**src/rtl/cell_pkg.sv**
```systemverilog
// Shared cell geometry, scan location type, FSM state encoding and the
// shape bit-packing helper used by both the 5x5 plotter and reader.
package cell_pkg;

  localparam int CELL_DIM    = 5;
  localparam int CELL_PIXELS = CELL_DIM * CELL_DIM;

  typedef struct packed {
    logic [2:0] row;
    logic [2:0] col;
  } cell_loc_t;

  localparam cell_loc_t LAST_LOC = '{row: 3'(CELL_DIM - 1), col: 3'(CELL_DIM - 1)};

  typedef enum logic [1:0] {
    IDLE  = 2'd0,
    READ  = 2'd1,
    DRAIN = 2'd2,
    DONE  = 2'd3
  } state_t;

  // Top-left pixel lands in the MSB so shapes read left-to-right as written.
  function automatic logic [4:0] bit_index(input logic [2:0] row, input logic [2:0] col);
    return 5'(CELL_PIXELS - 1 - (CELL_DIM * int'(row) + int'(col)));
  endfunction

endpackage

```
**src/rtl/cell_scan_counter.sv**
```systemverilog
// Row-major (col fastest) scan position over a 5x5 cell; wraps to (0,0)
// after the last location and flags when it sits on that last location.
module cell_scan_counter
  import cell_pkg::*;
(
  input  logic      clock,
  input  logic      reset_n,
  input  logic      clear,
  input  logic      enable,
  output cell_loc_t loc,
  output cell_loc_t next_loc,
  output logic      last
);

  always_comb begin
    // NOTE: every always_comb output gets a default first so no path can infer a latch.
    next_loc = loc;
    last     = (loc == LAST_LOC);
    if (last) begin
      next_loc = '0;
    end else if (loc.col == LAST_LOC.col) begin
      next_loc.col = '0;
      next_loc.row = loc.row + 3'd1;
    end else begin
      next_loc.col = loc.col + 3'd1;
    end
  end

  // NOTE: sequential state uses non-blocking assignments so every flop samples pre-edge values.
  always_ff @(posedge clock) begin
    if (!reset_n || clear) begin
      loc <= '0;
    end else if (enable) begin
      loc <= next_loc;
    end
  end

endmodule

```
**src/rtl/cell_reader_5x5.sv**
```systemverilog
// Reads one 5x5 cell from a synchronous pixel memory into a 25-bit shape word.
// Optional CELL_READER_MATCH_EN: set a bit only where the pixel equals match_colour.
module cell_reader_5x5 #(
  parameter int CELL_DIM = 5,
  parameter int COL_W    = 3
) (
  input  logic             clock,
  input  logic             reset_n,
  input  logic             start,
  input  logic [7:0]       x_in,
  input  logic [6:0]       y_in,
  input  logic [COL_W-1:0] match_colour,
  output logic             rd_en,
  output logic [7:0]       rd_x,
  output logic [6:0]       rd_y,
  input  logic [COL_W-1:0] rd_data,
  output logic             busy,
  output logic             done,
  output logic [24:0]      shape
);

  import cell_pkg::*;

  state_t     state;
  logic [7:0] base_x;
  logic [6:0] base_y;
  logic [7:0] x_scaled;
  logic [6:0] y_scaled;
  logic       accept;
  cell_loc_t  loc;
  cell_loc_t  next_loc;
  logic       last;
  logic       rd_en_d;
  logic [4:0] bit_d;
  logic       pix_bit;

  // Multiplying at the output width keeps exactly the low bits of the full product.
  assign x_scaled = 8'(x_in * 8'(CELL_DIM));
  assign y_scaled = 7'(y_in * 7'(CELL_DIM));
  assign accept   = (state == IDLE) && start;
  assign busy     = (state != IDLE);

  cell_scan_counter u_scan (
    .clock    (clock),
    .reset_n  (reset_n),
    .clear    (accept),
    .enable   (state == READ),
    .loc      (loc),
    .next_loc (next_loc),
    .last     (last)
  );

`ifdef CELL_READER_MATCH_EN
  logic [COL_W-1:0] match_q;

  always_ff @(posedge clock) begin
    if (!reset_n) begin
      match_q <= '0;
    end else if (accept) begin
      match_q <= match_colour;
    end
  end

  assign pix_bit = (rd_data == match_q);
`else
  logic unused_match;

  assign unused_match = ^match_colour;
  assign pix_bit      = |rd_data;
`endif

  // Read data returns one cycle after its strobe, so the bit position trails by one.
  always_ff @(posedge clock) begin
    if (!reset_n) begin
      rd_en_d <= 1'b0;
      bit_d   <= '0;
    end else begin
      rd_en_d <= rd_en;
      bit_d   <= bit_index(loc.row, loc.col);
    end
  end

  always_ff @(posedge clock) begin
    if (!reset_n) begin
      state  <= IDLE;
      base_x <= '0;
      base_y <= '0;
      rd_en  <= 1'b0;
      rd_x   <= '0;
      rd_y   <= '0;
      done   <= 1'b0;
      shape  <= '0;
    end else begin
      if (rd_en_d) begin
        shape[bit_d] <= pix_bit;
      end
      case (state)
        IDLE: begin
          if (start) begin
            base_x <= x_scaled;
            base_y <= y_scaled;
            shape  <= '0;
            rd_en  <= 1'b1;
            rd_x   <= x_scaled;
            rd_y   <= y_scaled;
            state  <= READ;
          end
        end
        READ: begin
          if (last) begin
            rd_en <= 1'b0;
            state <= DRAIN;
          end else begin
            rd_x <= base_x + {5'd0, next_loc.col};
            rd_y <= base_y + {4'd0, next_loc.row};
          end
        end
        DRAIN: begin
          done  <= 1'b1;
          state <= DONE;
        end
        DONE: begin
          done  <= 1'b0;
          state <= IDLE;
        end
        default: state <= IDLE;
      endcase
    end
  end

endmodule

```
**config.mk**
```make
export PLATFORM = sky130hd
export DESIGN_NAME = cell_reader_5x5
export DESIGN_NICKNAME = d
export VERILOG_FILES = /design/src/rtl/cell_pkg.sv /design/src/rtl/cell_scan_counter.sv /design/src/rtl/cell_reader_5x5.sv
export SDC_FILE = /design/constraint.sdc
export NUM_CORES = 1
export LEC_CHECK = 0
export ABC_AREA = 1
export CAP_MARGIN = 10
export CORE_ASPECT_RATIO = 1.75
export CORE_UTILIZATION = 65
export CTS_CLUSTER_DIAMETER = 40
export DETAILED_ROUTE_END_ITERATION = 10
export DONT_BUFFER_PORTS = 1
export HOLD_SLACK_MARGIN = 0.03
export PLACE_DENSITY = 0.81
export SYNTH_ARGS = -nofsm -noshare
export SYNTH_HDL_FRONTEND = slang
export SYNTH_SLANG_ARGS = --single-unit
export TNS_END_PERCENT = 50
```
**constraint.sdc**
```tcl
create_clock -name clock -period 6.2 [get_ports clock]
set_input_delay 0.93 -clock clock [delete_from_list [all_inputs] [get_ports clock]]
set_output_delay 0.93 -clock clock [all_outputs]
set_load 0.05 [all_outputs]
```
==> metrics.sh, run 1 <==
RESULT_OF_THE_RUN='finished, final reports clean'
COMB_POWER_SHARE=0.366
SYNTH_TOP_FAMILY_BY_AREA='simple AND/OR/NAND/NOR gates'
SWITCHINGPOWER_uW=895.2
MAX_STAGE_DELAY_NS=0.39
CRIT_PATH_LAUNCH='u_scan.loc[0]'
SYNTHCELLS=543
SYN-NUM-NETS=610
MULTI_INPUT_AREA_UM2=2250
TIGHTEST_SLEW_NS=0.8107
DIE_HEIGHT_UM=106.3
NETSWITCHINGFRACTION=0.4682
ENDPOINT_KIND='register'
SYNTH.FF_LATCH_COUNT=71
WIRE_LENGTH_OF_THE_FIRST_GLOBAL_ROUTING_PASS_MM=14.75
PATH_COMMON_CELL='sky130_fd_sc_hd__inv_1'
SETUP-TNS-FINAL_NS=0
IO_PINS=67
TOTAL_GR_OVERFLOW=0
R2R_SETUP_SLACK_NS=3.56
DRT_WL_TOTAL_MM=8.854
CTS_BUFFER_DEPTH=2
DIE_X_UM=61.63
INITIAL_CORE_UTIL=0.6824
SYN_TO_FINAL_GROWTH_PCT=4.208
SETUP.WORST_PATH.START_CLASS='register'
FIRSTDRTPASSITERS=4
POSTPLACECELLAREA_UM2=4015
HOLD_VIOLATIONS=0
POST-ROUTE-CELL-AREA_UM2=4214
POST_SYNTH_FA_HA_MAJ_AREA_FRACTION=0.1423
MAX-CAP-VIOLATIONS=0
ANTENNA_VIOLATING_NETS_POST_ROUTE=0
SYNTHDISTINCTLIBCELLS=36
SEQPWRFRAC=0.430
CLOCK_SINK_COUNT=71
CTS_RESIZED=0
SYNTH_EDF_COUNT=0
TIMING.CLOCK.SKEW_NS=0.005722
PEAK_VDD_IR_uV=323.7
CRIT_REQUIRED_NS=6.50
YOSYS.AREA_SHARE.XOR_XNOR=0.02166
PLACE_CONGESTION=0.8541
CORE_AREA_UM2=5926
TIMING.CRITICAL_PATH.CELLS='inv_1 > ha_1 > nand2_2 > inv_1 > nor2_1 > ha_1 > inv_1 > fa_1 > o21ai_0 > nand2_1 > xor2_1 > nand2_1 > a21oi_2'
NUMBER_OF_CELL_INSTANCES_ON_THE_WORST_REGISTER_TO_REGISTER_PATH=13
INITIALDRTVIOLATIONCOUNT=248
POWER-PER-CELL-AREA_nW_PER_UM2=453.7
CLOCK_INSERTION_DELAY_WORST_SKEW_NS=0.36
YS.FLOP_TYPE='sky130_fd_sc_hd__dfxtp_1'
POSTSYNTHAREAPERCELL_UM2=7.447
NFILLCELLS=519
SETUP.WORST_PATH.CLASS='reg -> reg'
DRCVIOLATIONCOUNT=0
VIAS_IN_THE_FIRST_GLOBAL_ROUTE=3432
SYNTH.YOSYS.SEQ_AREA_SHARE=0.3515
FINISH.NET_COUNT=600
FINAL_COUNT_OF_NEGATIVE_SETUP_SLACK_ENDPOINTS=0
COMPLEX_GATE_FRACTION_OF_THE_SYNTHESIZED_AREA=0.1433
SYNTHSIMPLEGATEAREAFRAC=0.2491
CTSHTREEMAXLEVEL=3
SYNTH.MUX.AREA_FRACTION=0
TRITONCTS_CLOCK_TREE='built'
UNREPAIRED_SETUP_ENDPOINTS_AFTER_GLOBAL_ROUTING='no'
POWER.INTERNAL_mW=1.017
WORST-ENDPOINT-ARRIVAL_NS=2.94
DETAIL_ROUTE.WL_PER_CELL_UM=14.42
CRIT_END='rd_x[4]'
CTS_POST_SETUP_BUFFERS_INSERTED=0
FINAL-SEQ-AREA_UM2=1421
STD_CELL_ROWS=37
POST-ROUTE-PERIOD-UTIL=0.4264
ROUTED_VIA_DENSITY=5.660
NUMBER_OF_VIAS_IN_THE_ROUTED_LAYOUT=3475
INITIAL_ANTENNA_VIOLATION_COUNT=0
TRITONCTS.NUM_BUFFERS=9
GR-USAGE-ALL-LAYERS=0.3027
SLEW-LIMIT-HEADROOM=0.4595
TIMING.HOLD.WORST.CLASS='reg -> reg'
WORSTPATHMAXFANOUT=6
CELLLEAKAGEPOWER_nW=1.866
DIE_FOOTPRINT_UM2=6553
CRIT-REG2REG-CAPTURE='rd_x[4]'
POST_SYNTH_INSTANCE_AREA_UM2=4044
LAYOUT-DRIVE-GT1-SHARE=0.07463
ASYNC_FLOP_SHARE=0
CTSHOLDBUFFERS=0
NUM_ANTENNA_CELLS=0
POWER.CLOCK.FRACTION=0.203
CLOCK-ROOT-BUFFER='sky130_fd_sc_hd__clkbuf_8'
DETAILEDPLACEMENTHPWL_MM=6.518
FMAX_MHz=378.3
LARGEST_NET_DEGREE_AT_THE_START_OF_GLOBAL_ROUTING=30
SYNTH.YOSYS.WARNINGS=0
DRV_SLEW=0
R2R_START='u_scan.loc[0]'
CLKSLEWWORSTSETUPHOLDPATHS_NS=0.07
PERIOD_MINUS_SLACK_NS=2.643
PLACEMENT.IO_BUFFERS=0
WORST_PATH_MAX_DELAY_CELL='sky130_fd_sc_hd__fa_1'
==> cells in the mapped netlist (4+ instances only) <==
master                      n  share of area
sky130_fd_sc_hd__xor2_1     7          0.015
sky130_fd_sc_hd__o21ai_0   50          0.062
sky130_fd_sc_hd__inv_1     58          0.054
sky130_fd_sc_hd__inv_2      4         0.0037
sky130_fd_sc_hd__buf_2      7         0.0087
sky130_fd_sc_hd__a21oi_1   27          0.033
sky130_fd_sc_hd__fa_1       5          0.025
sky130_fd_sc_hd__clkbuf_1  10         0.0093
sky130_fd_sc_hd__nand2_1   83          0.077
sky130_fd_sc_hd__nor3_1    34          0.042
sky130_fd_sc_hd__nor2_1    77          0.071
sky130_fd_sc_hd__a31oi_1    5         0.0077
sky130_fd_sc_hd__nand3_1   27          0.033
sky130_fd_sc_hd__a21oi_2    5          0.011
sky130_fd_sc_hd__dfxtp_1   71           0.35
sky130_fd_sc_hd__ha_1      38           0.12
==> critical path: cells and delay by family (launching register included) <==
family / cells / cell delay [ns]
fa+ha+maj: 3 / 0.82
xor+xnor: 1 / 0.15
simple gates: 4 / 0.48
buf+inv: 3 / 0.28
flops: 1 / 0.36
compound gates: 2 / 0.48
==> routing by layer <==
metal,wire (um),up-vias,global-route usage
li1,-,1757,-
met3,524,28,0.06934
met2,4701,99,0.5330
met1,3321,1591,0.3008
met5,0,-,0
met4,307,0,0.1857
==> cell usage in the layout, fill, tap and decap left out, drive strengths merged <==
master	n
a31o	1
o211ai	2
nand3	29
xor2	7
dfxtp	71
bufinv	2
clkbuf	9
fa	5
a21boi	1
o22ai	3
a31oi	5
a211oi	2
clkinv	3
a21oi	32
buf	1
xnor2	3
nand2	85
o31a	1
o21ai	54
or2	2
nor2	79
nor3	34
inv	63
or3	1
ha	38
nand3b	3
==> sequential cells by signal, indices dropped and copies added (netlist names), 2 cells and up <==
register and count:
base_x 8, base_y 7, bit_d 5, rd_x 8, rd_y 7, shape 25, state 2, u_scan.loc 6
==> kinds of logic (layout without fill, tap and decap cells) <==
kind of cell	after synthesis	after routing
and+or+nand+nor	233	233
AOI/OAI and AO/OA	101	101
adders and majority gates	43	43
xor gates and xnor gates	10	10
buffers and inverters	85	78
DFF	71	71
==> through the flow <==
step | worst slack (ns) | cells | hold WS, ns | util | total power [mW]
4_1_cts | 3.564 | 614 | 0.4993 | 0.7111 | 1.917
5_1_grt | 3.274 | 614 | 0.5273 | 0.7111 | 2.049
6_report | 3.557 | 614 | 0.4991 | 0.7111 | 1.912
3_3_place_gp | 3.619 | 600 | 0.4712 | 0.6776 | 1.492
2_1_floorplan | 3.835 | 543 | 0.4618 | - | 1.390
3_5_place_dp | 3.562 | 600 | 0.4892 | 0.6776 | 1.530
==> power groups by stage <==
stage / Combinational [mW] / Sequential (mW) / Clock [mW]
finish: 0.701 / 0.822 / 0.389
global route: 0.806 / 0.837 / 0.406
CTS: 0.704 / 0.822 / 0.390
detailed placement: 0.699 / 0.831 / 0
global placement: 0.666 / 0.826 / 0
floorplan: 0.583 / 0.806 / 0
==> worst min path at each step <==
| stage | slack, ns | endpoint | depth (start not counted) | start |
|---|---|---|---|---|
| 5_1_grt | 0.53 | base_y[0] | 2 | base_y[0] |
| 3_5_place_dp | 0.49 | base_x[2] | 2 | base_x[2] |
| 4_1_cts | 0.50 | base_x[2] | 2 | base_x[2] |
| 6_report | 0.50 | base_x[2] | 2 | base_x[2] |
| 2_1_floorplan | 0.46 | base_x[2] | 2 | base_x[2] |
| 3_3_place_gp | 0.47 | base_y[0] | 2 | base_y[0] |
==> final cells by class <==
class | count | area share
multi-input combinational | 387 | 0.5338
sequential | 71 | 0.3373
inverter | 63 | 0.05671
clock buffer | 9 | 0.02939
tap | 78 | 0.02316
clock inverter | 5 | 0.01781
timing repair buffer | 1 | 0.001781
Power figures use the tool's default switching activity.
==> inputs of run 2 (changes only) <==
--- a/config.mk
+++ b/config.mk
@@ -8,12 +8,12 @@
 export ABC_AREA = 1
 export CAP_MARGIN = 10
 export CORE_ASPECT_RATIO = 1.75
-export CORE_UTILIZATION = 65
+export CORE_UTILIZATION = 58
 export CTS_CLUSTER_DIAMETER = 40
 export DETAILED_ROUTE_END_ITERATION = 10
 export DONT_BUFFER_PORTS = 1
 export HOLD_SLACK_MARGIN = 0.03
-export PLACE_DENSITY = 0.81
+export PLACE_DENSITY = 0.76
 export SYNTH_ARGS = -nofsm -noshare
 export SYNTH_HDL_FRONTEND = slang
 export SYNTH_SLANG_ARGS = --single-unit
==> constraint.sdc (replaced) <==
create_clock -name clock -period 2.3 [get_ports clock]
set_input_delay 0.345 -clock clock [delete_from_list [all_inputs] [get_ports clock]]
set_output_delay 0.345 -clock clock [all_outputs]
set_load 0.05 [all_outputs]
==> metrics.sh, run 2 (synthesis gave the netlist of run 1 again) <==
WORST_PATH_MAX_DELAY_CELL='sky130_fd_sc_hd__fa_2'
CLOCK_INSERTION_DELAY_WORST_SKEW_NS=0.33
VIAS_IN_THE_FIRST_GLOBAL_ROUTE=3458
POST-ROUTE-PERIOD-UTIL=0.9928
LAYOUT-DRIVE-GT1-SHARE=0.1536
SETUP_SLACK_NS=0.01659
LARGEST_REG_BY_FF_COUNT='shape'
DRT_WL_TOTAL_MM=9.324
SETUP.WORST_PATH.CLASS='reg -> reg'
WORSTPATHMAXFANOUT=2
CORE_AREA_UM2=6636
CTSHOLDBUFFERS=0
PLACEMENT.IO_BUFFERS=0
ENDPOINT_KIND='register'
INITIAL_CORE_UTIL=0.6094
NUMBER_OF_VIAS_IN_THE_ROUTED_LAYOUT=3537
FINISH.NET_COUNT=622
DIE_HEIGHT_UM=112.5
MAX-CAP-VIOLATIONS=0
UNREPAIRED_SETUP_ENDPOINTS_AFTER_GLOBAL_ROUTING='yes'
CLOCK_SINK_COUNT=71
RESULT_OF_THE_RUN='finished, final reports clean'
CELLLEAKAGEPOWER_nW=2.027
SLEW-LIMIT-HEADROOM=0.4646
HOLD_WS_NS=0.1212
POST-ROUTE-CELL-AREA_UM2=4594
CLOCK-ROOT-BUFFER='sky130_fd_sc_hd__clkbuf_16'
CTS_BUFFER_DEPTH=2
MOSTFREQUENTLAYOUTCELL='sky130_fd_sc_hd__nand2_1'
DIE_X_UM=65.12
IO_PINS=67
MOSTFREQUENTLAYOUTCELLS='sky130_fd_sc_hd__nand2_1, sky130_fd_sc_hd__nor2_1, sky130_fd_sc_hd__dfxtp_1'
POWER-PER-CELL-AREA_nW_PER_UM2=1279
STD_CELL_ROWS=39
CTSHTREEMAXLEVEL=3
TOTAL_GR_OVERFLOW=0
ANTENNA_VIOLATING_NETS_POST_ROUTE=0
DIE_FOOTPRINT_UM2=7323
TIMING.CRITICAL_PATH.CELLS='ha_4 > ha_4 > ha_1 > inv_1 > ha_2 > fa_2 > xor2_1 > or2_2 > a21oi_1'
ROUTED_VIA_DENSITY=5.509
MAX_REG_FLOPS=25
TIGHTEST_SLEW_NS=0.8031
PERIOD_MINUS_SLACK_NS=2.283
NUM_ANTENNA_CELLS=0
WORST-ENDPOINT-ARRIVAL_NS=2.54
PEAK_VDD_IR_uV=779.0
PLACE_CONGESTION=0.8626
TIMING.HOLD.WORST.CLASS='in -> reg'
CRIT_FAMILY='adder cells'
INITIAL_ANTENNA_VIOLATION_COUNT=0
TRITONCTS.NUM_BUFFERS=9
TRITONCTS_CLOCK_TREE='built'
PLACE_WORST_SETUP_SLACK_NS=-0.1207
DETAIL_ROUTE.WL_PER_CELL_UM=14.52
POST-ROUTE-UTIL=0.6923
WIRE_LENGTH_OF_THE_FIRST_GLOBAL_ROUTING_PASS_MM=14.81
POSTPLACECELLAREA_UM2=4183
PATH_COMMON_CELL='sky130_fd_sc_hd__ha_4'
TIMING.CLOCK.SKEW_NS=0.006474
SYN_TO_FINAL_GROWTH_PCT=13.61
FIRSTDRTPASSITERS=4
SETUP.WORST_PATH.START_CLASS='register'
DRV_SLEW=0
LARGEST_NET_DEGREE_AT_THE_START_OF_GLOBAL_ROUTING=30
LARGEST_REGISTERS='shape: 25 flops, base_x: 8 flops, rd_x: 8 flops'
R2R_SETUP_SLACK_NS=0.02
CLKSLEWWORSTSETUPHOLDPATHS_NS=0.05
CRIT_REQUIRED_NS=2.56
CP.BUFFERS_INVERTERS=1
INITIALDRTVIOLATIONCOUNT=185
GR-USAGE-ALL-LAYERS=0.2622
DETAILEDPLACEMENTHPWL_MM=6.800
FMAX_MHz=437.9
FINAL_COUNT_OF_NEGATIVE_SETUP_SLACK_ENDPOINTS=0
HOLD_VIOLATIONS=0
MAX_STAGE_DELAY_NS=0.35
DRCVIOLATIONCOUNT=0
==> run 2: changes by cell type in the layout (fill, tap and decap cells not counted), moves of 3 or more <==
cell and change:
sky130_fd_sc_hd__clkbuf_16 +9, sky130_fd_sc_hd__inv_1 -5, sky130_fd_sc_hd__ha_1 -5, sky130_fd_sc_hd__o21ai_2 +3, sky130_fd_sc_hd__inv_2 +5, sky130_fd_sc_hd__dfxtp_1 -4
sky130_fd_sc_hd__ha_4 +3, sky130_fd_sc_hd__dfxtp_2 +4, sky130_fd_sc_hd__buf_4 +21, sky130_fd_sc_hd__o21ai_0 -4, sky130_fd_sc_hd__clkbuf_8 -9
==> run 2: power by group <==
part / switching (mW) / internal, mW / total [mW]
sequential: 0.674 / 1.53 / 2.20
clock: 0.515 / 0.945 / 1.46
combinational: 1.37 / 0.847 / 2.22
==> run 2: cell type report <==
class / count / area, um2
Inverter: 63 / 239.0
Clock inverter: 6 / 85.08
Tap cell: 82 / 102.6
Clock buffer: 10 / 229.0
Fill cell: 545 / 2042
Sequential cell: 71 / 1426
Timing Repair Buffer: 23 / 185.2
Multi-Input combinational cell: 387 / 2327
==> run 2: metal layers <==
layer  up-vias  GRT usage  part of all wire
met5         -          0                 0
met4         0     0.1377             0.018
met3        13    0.06301             0.060
met2        98     0.5049              0.55
met1      1620     0.2420              0.37
li1       1806          -                 -
==> run 2: what timing repair did <==
item,CTS,global route
setup buffers,1,2
gates resized for setup,8,17
setup endpoints to repair,6,9
pin swaps,4,10
==> run 2: path summary, 6_finish.rpt <==
check,start,to,cells past startpoint
hold / removal,reset_n,bit_d[2],2
setup reg to reg,u_scan.loc[2],bit_d[4],9
hold reg to reg,base_y[2],base_y[2],2
setup / recovery,u_scan.loc[2],bit_d[4],9
==> run 2: per-stage QoR <==
| stage | power (mW) | setup TNS [ns] | cells |
|---|---|---|---|
| finish | 5.879 | 0 | 642 |
| global route | 6.264 | -0.2241 | 642 |
| CTS | 5.813 | 0 | 640 |
| detailed placement | 4.301 | -0.5070 | 623 |
| global placement | 4.218 | -0.1801 | 623 |
| floorplan | 3.764 | 0 | 543 |
==> inputs of run 3 (changes only) <==
--- a/config.mk
+++ b/config.mk
@@ -8,12 +8,11 @@
 export ABC_AREA = 1
 export CAP_MARGIN = 10
 export CORE_ASPECT_RATIO = 1.75
-export CORE_UTILIZATION = 58
+export CORE_UTILIZATION = 45
 export CTS_CLUSTER_DIAMETER = 40
 export DETAILED_ROUTE_END_ITERATION = 10
 export DONT_BUFFER_PORTS = 1
 export HOLD_SLACK_MARGIN = 0.03
-export PLACE_DENSITY = 0.76
 export SYNTH_ARGS = -nofsm -noshare
 export SYNTH_HDL_FRONTEND = slang
 export SYNTH_SLANG_ARGS = --single-unit
==> metrics.sh, run 3 (synthesis gave the netlist of run 1 again) <==
RESULT_OF_THE_RUN='finished, final reports clean'
CTSHTREEMAXLEVEL=3
DIE_HEIGHT_UM=127.4
ANTENNA_VIOLATING_NETS_POST_ROUTE=0
SYN_TO_FINAL_GROWTH_PCT=15.16
PLACE_WORST_SETUP_SLACK_NS=-0.07986
MIN_DELAY_PATH_DEPTH=2
POST-ROUTE-PERIOD-UTIL=0.9754
MOSTFREQUENTLAYOUTCELLS='sky130_fd_sc_hd__nand2_1, sky130_fd_sc_hd__nor2_1, sky130_fd_sc_hd__dfxtp_1'
CRIT_FAMILY='adder cells'
FINALPOWER_mW=5.761
HOLD_WS_NS=0.1188
TRITONCTS.NUM_BUFFERS=9
POWER.CLOCK.FRACTION=0.233
ENDPOINT_KIND='register'
TOTAL_GR_OVERFLOW=0
SETUP-TNS-FINAL_NS=0
TIMING.CRITICAL_PATH.DEPTH=9
PATH_COMMON_CELL='sky130_fd_sc_hd__ha_4'
PEAK_VDD_IR_uV=720.0
SWITCHINGPOWER_mW=2.533
FIRSTDRTPASSITERS=4
CRIT-REG2REG-CAPTURE='bit_d[4]'
SETUP.WORST_PATH.CLASS='reg -> reg'
PLACE_CONGESTION=0.8603
CORE_AREA_UM2=8671
LARGEST_REGISTERS='shape: 25 flops, base_x: 8 flops, rd_x: 8 flops'
WORST_PATH_MAX_DELAY_CELL='sky130_fd_sc_hd__fa_2'
CTS_BUFFER_DEPTH=2
DRT-MET1-WL_MM=3.484
CLOCK_INSERTION_DELAY_WORST_SKEW_NS=0.33
CLOCK-ROOT-BUFFER='sky130_fd_sc_hd__clkbuf_16'
UNREPAIRED_SETUP_ENDPOINTS_AFTER_GLOBAL_ROUTING='yes'
PERIOD_MINUS_SLACK_NS=2.244
POWER-PER-CELL-AREA_nW_PER_UM2=1237
STD_CELL_ROWS=45
DIE_X_UM=73.66
TIMING.CRITICAL_PATH.CELLS='ha_4 > ha_4 > ha_1 > inv_1 > ha_2 > fa_2 > xor2_2 > or2_4 > a21oi_2'
LAYOUT-DRIVE-GT1-SHARE=0.1705
POST-ROUTE-UTIL=0.5371
ROUTE.MET3.WL_UM=449
DETAIL_ROUTE.WL_PER_CELL_UM=13.78
WORSTPATHMAXFANOUT=2
INITIALDRTVIOLATIONCOUNT=66
R2R_SETUP_SLACK_NS=0.06
R2R_START='u_scan.loc[2]'
SLEW-LIMIT-HEADROOM=0.4679
CLKSLEWWORSTSETUPHOLDPATHS_NS=0.06
NUMBER_OF_VIAS_IN_THE_ROUTED_LAYOUT=3517
TOP_LAYER='met4'
DRCVIOLATIONCOUNT=0
DETAILEDPLACEMENTHPWL_MM=7.083
TIMING.HOLD.WORST.CLASS='in -> reg'
POWER.INTERNAL_mW=3.228
WORST-ENDPOINT-ARRIVAL_NS=2.51
NETSWITCHINGFRACTION=0.4397
MAX_REG_FLOPS=25
FMAX_MHz=445.7
SETUP_SLACK_NS=0.05647
CELLLEAKAGEPOWER_nW=2.038
CP.BUFFERS_INVERTERS=1
CRIT_REQUIRED_NS=2.57
HOLD_VIOLATIONS=0
MAX-CAP-VIOLATIONS=0
MOSTFREQUENTLAYOUTCELL='sky130_fd_sc_hd__nand2_1'
SEQPWRFRAC=0.383
CRIT_END='bit_d[4]'
TIGHTEST_SLEW_NS=0.7981
ROUTED_VIA_DENSITY=5.172
NFILLCELLS=861
NUM_ANTENNA_CELLS=0
GR-USAGE-ALL-LAYERS=0.2158
MAX_STAGE_DELAY_NS=0.37
INITIAL_CORE_UTIL=0.4664
PLACEMENT.IO_BUFFERS=0
TRITONCTS_CLOCK_TREE='built'
COMB_POWER_SHARE=0.383
WIRE_LENGTH_OF_THE_FIRST_GLOBAL_ROUTING_PASS_MM=15.26
DRV_SLEW=0
FINISH.NET_COUNT=625
CLOCK_SINK_COUNT=71
CRIT_PATH_LAUNCH='u_scan.loc[2]'
FINAL_COUNT_OF_NEGATIVE_SETUP_SLACK_ENDPOINTS=0
IO_PINS=67
DIE_FOOTPRINT_UM2=9385
LARGEST_REG_BY_FF_COUNT='shape'
INITIAL_ANTENNA_VIOLATION_COUNT=0
NUMBER_OF_CELL_INSTANCES_ON_THE_WORST_REGISTER_TO_REGISTER_PATH=9
VIAS_IN_THE_FIRST_GLOBAL_ROUTE=3420
DRT_WL_TOTAL_MM=9.372
TIMING.CLOCK.SKEW_NS=0.004872
MET2ROUTEDLENGTH_MM=5.047
LARGEST_NET_DEGREE_AT_THE_START_OF_GLOBAL_ROUTING=30
SETUP.WORST_PATH.START_CLASS='register'
-- run 3: changes by cell type in the layout (fill, tap and decap cells not counted), sizes merged --
cell and delta:
buf +3, bufinv -2, clkbuf +3, clkinv +1
clkinvlp -2
-- run 3: per-stage QoR --
step	instance area, um2	cells
after floorplan	4051	543
after global placement	4244	662
after detailed placement	4244	662
after CTS	4579	678
after global routing	4657	680
final	4657	680
-- run 3: per-layer routing --
layer	track usage	vias to the layer above
met5	0	-
met4	0.1143	0
met3	0.06467	25
met2	0.4015	88
met1	0.2032	1585
li1	-	1819
-- run 3: power groups by stage --
stage               Combinational (mW)  Clock [mW]  Sequential, mW
CTS                               2.16        1.37            2.21
floorplan                         1.59           0            2.18
detailed placement                2.11           0            2.23
global route                      2.54        1.42            2.25
global placement                  2.07           0            2.22
finish                            2.21        1.34            2.21
-- run 3: how the worst min path moves through the flow --
| stage | from | to |
|---|---|---|
| floorplan | base_x[2] | base_x[2] |
| global placement | reset_n | bit_d[2] |
| detailed placement | reset_n | bit_d[1] |
| CTS | reset_n | bit_d[1] |
| global route | reset_n | bit_d[1] |
| finish | reset_n | bit_d[1] |
-- run 3: final cells by class --
cell class	count	area, um2	share of cell area
timing repair buffer	26	195.2	0.04191
inverter	63	241.5	0.05185
sequential	71	1426	0.3063
tap	117	146.4	0.03143
clock buffer	13	280.3	0.06018
multi-input combinational	387	2352	0.5051
clock inverter	3	15.01	0.003224
-- run 3: repair_timing --
item                                    in CTS  in global routing
pin swaps                                    4                 12
endpoints found under the setup margin       7                  8
gates resized for setup                      8                 24
hold buffers                                 0                  0
buffers inserted                             0                  2
-- run 3: worst reg2reg max path: cells and delay by family, from the launching register on --
| family | cells | cell delay, ns |
|---|---|---|
| AO/OA/AOI/OAI | 1 | 0.12 |
| XOR/XNOR | 1 | 0.17 |
| adder cells (fa/ha/maj) | 5 | 1.28 |
| buffers and inverters | 1 | 0.04 |
| flip-flops | 1 | 0.34 |
| AND/OR/NAND/NOR | 1 | 0.23 |
